## config.mk

```make
export PLATFORM = sky130hd
export DESIGN_NAME = layer_update_scheduler_flat
export DESIGN_NICKNAME = d
export VERILOG_FILES = /design/src/rtl/layer_update_scheduler_if.sv /design/src/rtl/layer_update_scheduler.sv /design/src/flat_wrapper.sv
export SDC_FILE = /design/constraint.sdc
export NUM_CORES = 1
export LEC_CHECK = 0
export ABC_CLOCK_PERIOD_IN_PS = 2050
export CORE_MARGIN = 5
export CORE_UTILIZATION = 50
export CTS_BUF_LIST = sky130_fd_sc_hd__clkbuf_4 sky130_fd_sc_hd__clkbuf_8
export CTS_CLUSTER_SIZE = 10
export DETAILED_ROUTE_END_ITERATION = 10
export HOLD_SLACK_MARGIN = 0.08
export PLACE_DENSITY = 0.8
export SLEW_MARGIN = 20
export SYNTH_ARGS = -nofsm -noshare
export SYNTH_HDL_FRONTEND = slang
export SYNTH_SLANG_ARGS = --single-unit
```

## constraint.sdc

```tcl
create_clock -name clk -period 2.05 [get_ports clk]
set_clock_uncertainty 0.15 [all_clocks]
set_input_delay 0.3075 -clock clk [delete_from_list [all_inputs] [get_ports clk]]
set_output_delay 0.3075 -clock clk [all_outputs]
set_load 0.005 [all_outputs]
```

## src/rtl/layer_update_scheduler_if.sv

```systemverilog
// Signal bundle between the layer update scheduler and the layers/updater it steers.
// Latency: none, wires only.
// Backpressure: none; requests are pulses and completion is reported by done strobes.
interface layer_update_scheduler_if #(
    parameter int LAYER_NUM        = 4,
    parameter int LAYER_ADDR_WIDTH = 2
);
    logic [LAYER_NUM-1:0]        req;
    logic                        upd_valid;
    logic                        upd_error;
    logic [LAYER_ADDR_WIDTH-1:0] layer_sel;
    logic                        upd_start;
    logic                        wr_en;
    logic [LAYER_NUM-1:0]        done;
    logic                        busy;
    logic                        err;
    logic [LAYER_ADDR_WIDTH-1:0] err_layer;
    logic                        timeout;

    modport master (
        input  req, upd_valid, upd_error,
        output layer_sel, upd_start, wr_en, done, busy, err, err_layer, timeout
    );

    modport slave (
        output req, upd_valid, upd_error,
        input  layer_sel, upd_start, wr_en, done, busy, err, err_layer, timeout
    );
endinterface

```

## src/rtl/layer_update_scheduler.sv

```systemverilog
// Round-robin sequencer time-sharing one weight_updater between layers; `UPDATE_TIMEOUT_EN adds a WAIT watchdog.
// Latency: req -> layer_sel 2 cycles, -> upd_start 3 cycles; upd_valid -> wr_en/done 1 cycle; 5 cycles overhead per job.
// Backpressure: none; requests merge into one pending bit per layer and wait for their round-robin turn.
module layer_update_scheduler #(
    parameter int LAYER_NUM        = 4,
    parameter int LAYER_ADDR_WIDTH = 2,
    parameter int TIMEOUT_CYCLES   = 255
) (
    input  logic                    clk,
    input  logic                    rst,
    layer_update_scheduler_if.master bus
);
    typedef enum logic [1:0] {IDLE, LOAD, WAIT, WRITE} state_t;

    state_t                      state, state_nxt;
    logic [LAYER_NUM-1:0]        pending, pending_nxt;
    logic [LAYER_ADDR_WIDTH-1:0] last, last_nxt;
    logic [LAYER_ADDR_WIDTH-1:0] layer_sel, layer_sel_nxt;
    logic                        upd_start, upd_start_nxt;
    logic                        wr_en, wr_en_nxt;
    logic [LAYER_NUM-1:0]        done, done_nxt;
    logic                        err, err_nxt;
    logic [LAYER_ADDR_WIDTH-1:0] err_layer, err_layer_nxt;
    logic                        job_err, job_err_nxt;
    logic                        timeout_flag, timeout_nxt;
    logic [LAYER_ADDR_WIDTH-1:0] grant;
    logic [LAYER_NUM-1:0]        grant_mask;
    logic [LAYER_NUM-1:0]        sel_onehot;
    logic                        job_fail;
    logic                        wd_expired;

    function automatic logic [LAYER_ADDR_WIDTH-1:0] rr_index(input logic [LAYER_ADDR_WIDTH-1:0] base,
                                                             input int k);
        int sum;
        sum = int'(base) + k;
        if (sum >= LAYER_NUM) sum = sum - LAYER_NUM;
        return LAYER_ADDR_WIDTH'(sum);
    endfunction

    // Scan from farthest to nearest so the nearest pending index after last wins.
    always_comb begin
        grant = last;
        for (int k = LAYER_NUM; k >= 1; k--) begin
            if (pending[rr_index(last, k)]) grant = rr_index(last, k);
        end
    end

    assign grant_mask = {{(LAYER_NUM-1){1'b0}}, 1'b1} << grant;
    assign sel_onehot = {{(LAYER_NUM-1){1'b0}}, 1'b1} << layer_sel;
    assign job_fail   = job_err || bus.upd_error;

`ifdef UPDATE_TIMEOUT_EN
    logic [7:0] wd;

    always_ff @(posedge clk) begin
        if (rst)                 wd <= '0;
        else if (state == LOAD)  wd <= '0;
        else if (state == WAIT)  wd <= wd + 8'd1;
    end

    assign wd_expired = (state == WAIT) && (wd == 8'(TIMEOUT_CYCLES)) && !bus.upd_valid;
`else
    logic [31:0] unused_timeout_cfg;
    assign unused_timeout_cfg = 32'(TIMEOUT_CYCLES);
    assign wd_expired = 1'b0;
`endif

    always_ff @(posedge clk) begin
        if (rst) begin
            state        <= IDLE;
            pending      <= '0;
            last         <= LAYER_ADDR_WIDTH'(LAYER_NUM - 1);
            layer_sel    <= '0;
            upd_start    <= 1'b0;
            wr_en        <= 1'b0;
            done         <= '0;
            err          <= 1'b0;
            err_layer    <= '0;
            job_err      <= 1'b0;
            timeout_flag <= 1'b0;
        end else begin
            state        <= state_nxt;
            pending      <= pending_nxt;
            last         <= last_nxt;
            layer_sel    <= layer_sel_nxt;
            upd_start    <= upd_start_nxt;
            wr_en        <= wr_en_nxt;
            done         <= done_nxt;
            err          <= err_nxt;
            err_layer    <= err_layer_nxt;
            job_err      <= job_err_nxt;
            timeout_flag <= timeout_nxt;
        end
    end

    always_comb begin
        state_nxt = state;
        case (state)
            IDLE:    if (|pending) state_nxt = LOAD;
            LOAD:    state_nxt = WAIT;
            WAIT:    if (bus.upd_valid || wd_expired) state_nxt = WRITE;
            WRITE:   state_nxt = IDLE;
            default: state_nxt = IDLE;
        endcase
    end

    // A request landing on the grant cycle re-sets the bit being cleared.
    always_comb begin
        pending_nxt   = pending | bus.req;
        last_nxt      = last;
        layer_sel_nxt = layer_sel;
        upd_start_nxt = 1'b0;
        wr_en_nxt     = 1'b0;
        done_nxt      = '0;
        err_nxt       = err;
        err_layer_nxt = err_layer;
        job_err_nxt   = job_err;
        timeout_nxt   = timeout_flag;
        case (state)
            IDLE: begin
                if (|pending) begin
                    layer_sel_nxt = grant;
                    last_nxt      = grant;
                    pending_nxt   = (pending & ~grant_mask) | bus.req;
                end
            end
            LOAD: begin
                upd_start_nxt = 1'b1;
                job_err_nxt   = 1'b0;
            end
            WAIT: begin
                if (bus.upd_error) job_err_nxt = 1'b1;
                if (bus.upd_valid) begin
                    done_nxt = sel_onehot;
                    if (job_fail) begin
                        err_nxt       = 1'b1;
                        err_layer_nxt = layer_sel;
                    end else begin
                        wr_en_nxt = 1'b1;
                    end
                end else if (wd_expired) begin
                    done_nxt      = sel_onehot;
                    timeout_nxt   = 1'b1;
                    err_nxt       = 1'b1;
                    err_layer_nxt = layer_sel;
                end
            end
            default: ;
        endcase
    end

    assign bus.layer_sel = layer_sel;
    assign bus.upd_start = upd_start;
    assign bus.wr_en     = wr_en;
    assign bus.done      = done;
    assign bus.busy      = (state != IDLE);
    assign bus.err       = err;
    assign bus.err_layer = err_layer;
    assign bus.timeout   = timeout_flag;
endmodule

```

## src/flat_wrapper.sv

```systemverilog
// flat-port wrapper written by rule: the top's interface ports become plain ports
module layer_update_scheduler_flat 
#(
    parameter int LAYER_NUM        = 4,
    parameter int LAYER_ADDR_WIDTH = 2,
    parameter int TIMEOUT_CYCLES   = 255
)
  (clk, rst, bus_req, bus_upd_valid, bus_upd_error, bus_layer_sel, bus_upd_start, bus_wr_en, bus_done, bus_busy, bus_err, bus_err_layer, bus_timeout);
  layer_update_scheduler_if #(.LAYER_NUM(LAYER_NUM), .LAYER_ADDR_WIDTH(LAYER_ADDR_WIDTH)) bus_i ();
  input  logic clk;
  input  logic rst;
  input wire logic [$bits(bus_i.req)-1:0] bus_req;
  input wire logic [$bits(bus_i.upd_valid)-1:0] bus_upd_valid;
  input wire logic [$bits(bus_i.upd_error)-1:0] bus_upd_error;
  output wire logic [$bits(bus_i.layer_sel)-1:0] bus_layer_sel;
  output wire logic [$bits(bus_i.upd_start)-1:0] bus_upd_start;
  output wire logic [$bits(bus_i.wr_en)-1:0] bus_wr_en;
  output wire logic [$bits(bus_i.done)-1:0] bus_done;
  output wire logic [$bits(bus_i.busy)-1:0] bus_busy;
  output wire logic [$bits(bus_i.err)-1:0] bus_err;
  output wire logic [$bits(bus_i.err_layer)-1:0] bus_err_layer;
  output wire logic [$bits(bus_i.timeout)-1:0] bus_timeout;
  assign bus_i.req = bus_req;
  assign bus_i.upd_valid = bus_upd_valid;
  assign bus_i.upd_error = bus_upd_error;
  assign bus_layer_sel = bus_i.layer_sel;
  assign bus_upd_start = bus_i.upd_start;
  assign bus_wr_en = bus_i.wr_en;
  assign bus_done = bus_i.done;
  assign bus_busy = bus_i.busy;
  assign bus_err = bus_i.err;
  assign bus_err_layer = bus_i.err_layer;
  assign bus_timeout = bus_i.timeout;
  layer_update_scheduler #(.LAYER_NUM(LAYER_NUM), .LAYER_ADDR_WIDTH(LAYER_ADDR_WIDTH), .TIMEOUT_CYCLES(TIMEOUT_CYCLES)) u_core (.clk(clk), .rst(rst), .bus(bus_i));
endmodule
```

---- Word-level counts from Yosys, hierarchy flattened ----
Cells that the tools add are included.
storage, ports and cells
  flip-flop bits (word level) ............. 20
  bits in latches ......................... 0
  memory bits (writable) .................. 0
  bits in read-only memories .............. 0
  input bits .............................. 8
  logic and storage cells ................. 75
  memories kept ........................... 0
cells by class
  add/subtract/negate cells ............... 8
  multiply operators ...................... 0
  div/mod/pow operators ................... 0
  magnitude comparators ................... 8
  eq/ne operators ......................... 6
  shift-type cells ........................ 2
  multiplexer cells ....................... 25
  bitwise operators ....................... 6
  reduce and logical (&&, ||, !) cells .... 10
operators by type and width
  kind                                                                    count
  2-bit 2-to-1 mux                                                        10
  2-bit by 3-bit < comparator with 1-bit output (second input constant)   4
  3-bit >= comparator (second input constant)                             3
  1-bit binary-select mux with 2-bit select                               4
  4-bit 2-to-1 mux                                                        2
  4-bit bitwise OR                                                        2
  2-bit one-hot mux with 4 select lines                                   1
  1-bit by 2-bit << shifter with 4-bit output (first input constant)      2
  2-bit by 1-bit subtractor with 2-bit output (second input constant)     4
  1-bit 2-to-1 mux                                                        7
  2-bit by 2-bit adder with 3-bit output (second input constant)          2
  2-bit AND reduction                                                     3
  2-bit by 3-bit adder with 4-bit output (second input constant)          1
  4-bit AND                                                               1
  2-bit equality test (second input constant)                             2
  4-bit by 3-bit >= comparator with 1-bit output (second input constant)  1
  2-bit != test (second input constant)                                   2
  4-bit NOT                                                               1
  2-bit nonzero test                                                      2
  4-bit OR reduction                                                      1
  2-bit by 1-bit adder with 3-bit output (second input constant)          1
  3-bit AND reduction                                                     1
  3-bit OR reduction                                                      1
  2-bit by 1-bit equality test with 1-bit output (second input constant)  1
  other kinds (5)                                                         6

---- Longest topological paths before layout ----
  depth in word-level cells ............... 15
  depth in mapped cells ................... 6

---- Worst setup path before layout ----
No wires, ideal clock.
  path kind ............................... reg-to-reg
  start point ............................. reg u_core.state[0]
  end point ............................... reg u_core.pending[2]
  setup time .............................. 0.136 ns
  arrival ................................. 1.171 ns
  setup slack ............................. 0.594 ns
  cell stages (with the launch flop) ...... 7
  clock period less this slack ............ 1.456 ns
  path through ............................ dfxtp_1 > inv_1 > ha_1 > inv_1 > nor2_1 > and4_4 > a211oi_2
between the ends
  longest elaborated chain between the ends .. 2
ends and longest elaborated chain
  item                      RTL line                       RTL
  start: declaration        layer_update_scheduler.sv:15   state_t state, state_nxt;
  start signal: assignment  layer_update_scheduler.sv:82   state <= state_nxt;
  2-bit logical NOT         layer_update_scheduler.sv:119  case (state)
  4-bit 2-to-1 mux          layer_update_scheduler.sv:119
  end signal: assignment    layer_update_scheduler.sv:83   pending <= pending_nxt;
  end: declaration          layer_update_scheduler.sv:16   logic [LAYER_NUM-1:0] pending, pending_nxt;
No other way between the ends.
A chain may end at the register's enable or synchronous reset.

---- Worst setup path after layout ----
  start point ............................. reg u_core.state[0]
  end point ............................... out bus_busy
between the ends
  longest elaborated chain between the ends .. 1
ends and longest elaborated chain
  item                RTL line                       RTL
  2-bit nonzero test  layer_update_scheduler.sv:156  assign bus.busy = (state != IDLE);
  end: declaration    flat_wrapper.sv:19             output wire logic [$bits(bus_i.busy)-1:0] bus_busy;
No other way between the ends.

==> summary.md <==
| Metric | Value |
|---|---|
| Number of global-route vias before repair | `729` |
| Antenna violations before repair | `0` |
| Post-DR wirelength/cell | `15.0 microns` |
| Fin area | `1160 sq um` |
| Nets | `126` |
| Hold Fails Final Rpt | `0` |
| Post-layout utilization of the core | `68.1%` |
| I/O Pins | `21` |
| Post-synthesis sequential area ratio | `45.0%` |
| YS warnings | `0` |
| DRC | `0` |
| Clk root buf | `clkbuf_4` |
| Layout cell share with drive strength beyond 1 | `19.3%` |
| H-tree Lvls | `1` |
| Worst slew pin tran | `499 ps` |
| Cts bufs inserted | `3` |
| Post-Route WL | `2.09 mm` |
| Reg2reg end | `u_core.pending[0]` |
| Min Tclk post-route | `1970 ps` |
| Die width | `52.2 microns` |
| Syn_area_per_cell | `9.57 sq um` |
| Setup Total Neg Slack | `0 ps` |
| Final WS setup | `80.4 ps` |
| Sink Count | `20` |
| Postcts setup bufs | `0` |
| FF-to-FF setup slack | `430 ps` |
| Pre-CTS WS | `268 ps` |
| Filler cells | `139` |
| Hold/Removal Path Class | `reg2reg` |
| Synth top area share | `45.0%` |
| WHS Path Cells | `1` |
| Die Area | `2720 sq um` |
| Worst path required time | `1590 ps` |
| Initial Utilization | `52.1%` |
| Pleak | `0.445 nW` |
| Clock Latency Late Sink | `300 ps` |
| IO buf count | `19` |
| CTS tree | `yes` |
| Max-slew violation count | `0` |
| Detail Route Antenna Nets | `0` |
| Reg2Reg Depth | `4` |
| Ant diodes | `0` |
| CP Class | `reg2out` |
| Part of the cycle the worst path needs | `96.1%` |
| FP Rows | `15` |
| Synthesized net count | `104` |
| Top area cells in the synthesized netlist | `dfxtp_1 45%, nor2_1 5.5%, a21oi_1 4.5%, a211oi_2 4.2%, ha_1 4.2%` |
| Critical path peak fanout | `4` |
| Flops & latches, synth | `20` |
| Unique cell type count in the Yosys netlist | `34` |
| Critical Path Source Type | `flip-flop` |
| Grt ovf | `0` |
| Synth area leader | `dfxtp_1` |
| CP Capture Type | `output pin` |
| Vias | `735` |
| Max Root-Sink Buffers | `2` |
| Gate Count Post-Synth | `93` |
| RSZ-0062 raised after global routing | `false` |
| Post-CTS Hold Fix Bufs | `0` |
| Crit path DAT | `1510 ps` |
| Hpwl dp | `1.39 mm` |
| Max Freq | `508 MHz` |
| Pwr Density | `1260 nW/um^2` |
| Chip height | `52.2 microns` |
| TritonRoute pass-1 iters | `5` |
| Post-DP Area | `1100 sq um` |
| Most frequent cells in the layout | `19 x clkdlybuf4s50_1, 18 x dfxtp_1, 13 x nor2_1` |
| Core area | `1710 sq um` |
| FF-to-FF Start | `u_core.last[1]` |
| Overall Global Routing Usage | `16.2%` |
| Max-Slew Margin vs Limit | `66.4%` |
| Commonest non-fill, non-tap cell in the layout | `clkdlybuf4s50_1` |
| First-pass GRT wire length | `3.24 mm` |
| Hold path endpoint | `u_core.bus.wr_en` |
| Drt initial violations | `15` |
| Hold Crit Start | `u_core.job_err` |
| Worst VDD drop | `0.711 mV` |
| Final setup viols | `0` |
| Mapped cell area | `890 sq um` |
| Max-cap violations | `0` |
| Largest net degree at the start of global routing | `13` |
| GPL Wtd Cong | `0.795` |
| Area delta synth->final | `30.8%` |
| Reg clk slew, reported paths | `120 ps` |
| Status | `completed` |
| Worst hold slack | `325 ps` |
| DR vias/cell | `5.29` |
==> power by group <==
group          internal (mW)  switching, mW  total, mW
clock network          0.198          0.128      0.326
registers              0.470         0.0940      0.564
logic                  0.288          0.292      0.580
==> synthesized netlist by cell type <==
master,count
dfxtp_1,20
nor2_1,13
a21oi_1,8
inv_1,7
nor3_1,5
a211oi_2,3
ha_1,3
mux2i_1,2
nand2_1,2
nand2b_1,2
nand3_1,2
o21ai_0,2
o21ai_1,2
o221a_1,2
a21o_1,1
a311oi_1,1
and3b_2,1
and4_4,1
buf_1,1
buf_4,1
buf_6,1
conb_1,1
inv_2,1
nand3b_1,1
nor2_2,1
nor2b_1,1
nor2b_2,1
nor3_2,1
nor4_2,1
o211ai_1,1
o31ai_4,1
o41ai_2,1
or2_1,1
or3_4,1
==> state kept, by name (all words and copies together) (netlist names) <==
| signal | flops |
|---|---|
| u_core.bus.layer_sel | 2 |
| u_core.state | 2 |
| u_core.bus.err | 1 |
| u_core.bus.wr_en | 1 |
| u_core.bus.err_layer | 2 |
| u_core.bus.upd_start | 1 |
| u_core.bus.done | 4 |
| u_core.job_err | 1 |
| u_core.pending | 4 |
| u_core.last | 2 |
==> cells by family (layout without fill, tap and decap cells) <==
group / after synthesis / count (layout) / share of synthesized area [%]
buf+inv: 11 / 32 / 5.91
mux: 2 / 2 / 2.25
simple gates: 34 / 34 / 21.8
flops: 20 / 20 / 45.0
compound gates: 22 / 22 / 20.4
fa+ha+maj: 3 / 3 / 4.22
other cells: 1 / 1 / 0.422
==> worst max-delay path: stages (launching register included) <==
cell	delay, ps
dfxtp_2	350
inv_1	90
ha_4	190
inv_2	80
clkdlybuf4s50_1	500
==> what timing repair did <==
item                       in CTS  in global routing
resized for setup               2                  3
pin swaps                       0                  0
setup endpoints to repair       1                  1
==> per-layer routing <==
layer	vias to the layer above	routed length [microns]	GRT usage (%)
li1	364	-	-
met2	22	1090	31.0
met3	5	120	3.13
met1	344	857	17.1
met5	-	0	0
met4	0	22	6.38
==> per-stage QoR <==
step           total power, mW  cells
6_report                  1.47    139
5_1_grt                   1.55    139
4_1_cts                   1.44    139
3_5_place_dp              1.10    135
3_3_place_gp              1.07    135
2_1_floorplan            0.930     93
==> cell type report <==
cell class | count | area (sq um) | area share [%]
tap | 25 | 31.3 | 2.69
clock inverter | 1 | 30.0 | 2.58
inverter | 8 | 30.0 | 2.58
sequential | 20 | 403 | 34.6
clock buffer | 3 | 22.5 | 1.94
multi-input combinational | 62 | 449 | 38.6
timing repair buffer | 20 | 198 | 17.0
==> how the worst max path moves through the flow <==
stage	startpoint	endpoint	slack, ps	cells past startpoint
after floorplan	u_core.state[0]	u_core.pending[2]	590	6
after global placement	u_core.state[0]	bus_busy	330	4
after detailed placement	u_core.state[0]	bus_busy	270	4
after CTS	u_core.state[0]	bus_busy	30	4
after global routing	u_core.state[0]	bus_busy	20	4
final	u_core.state[0]	bus_busy	80	4
(Power assumes the default switching activity.)
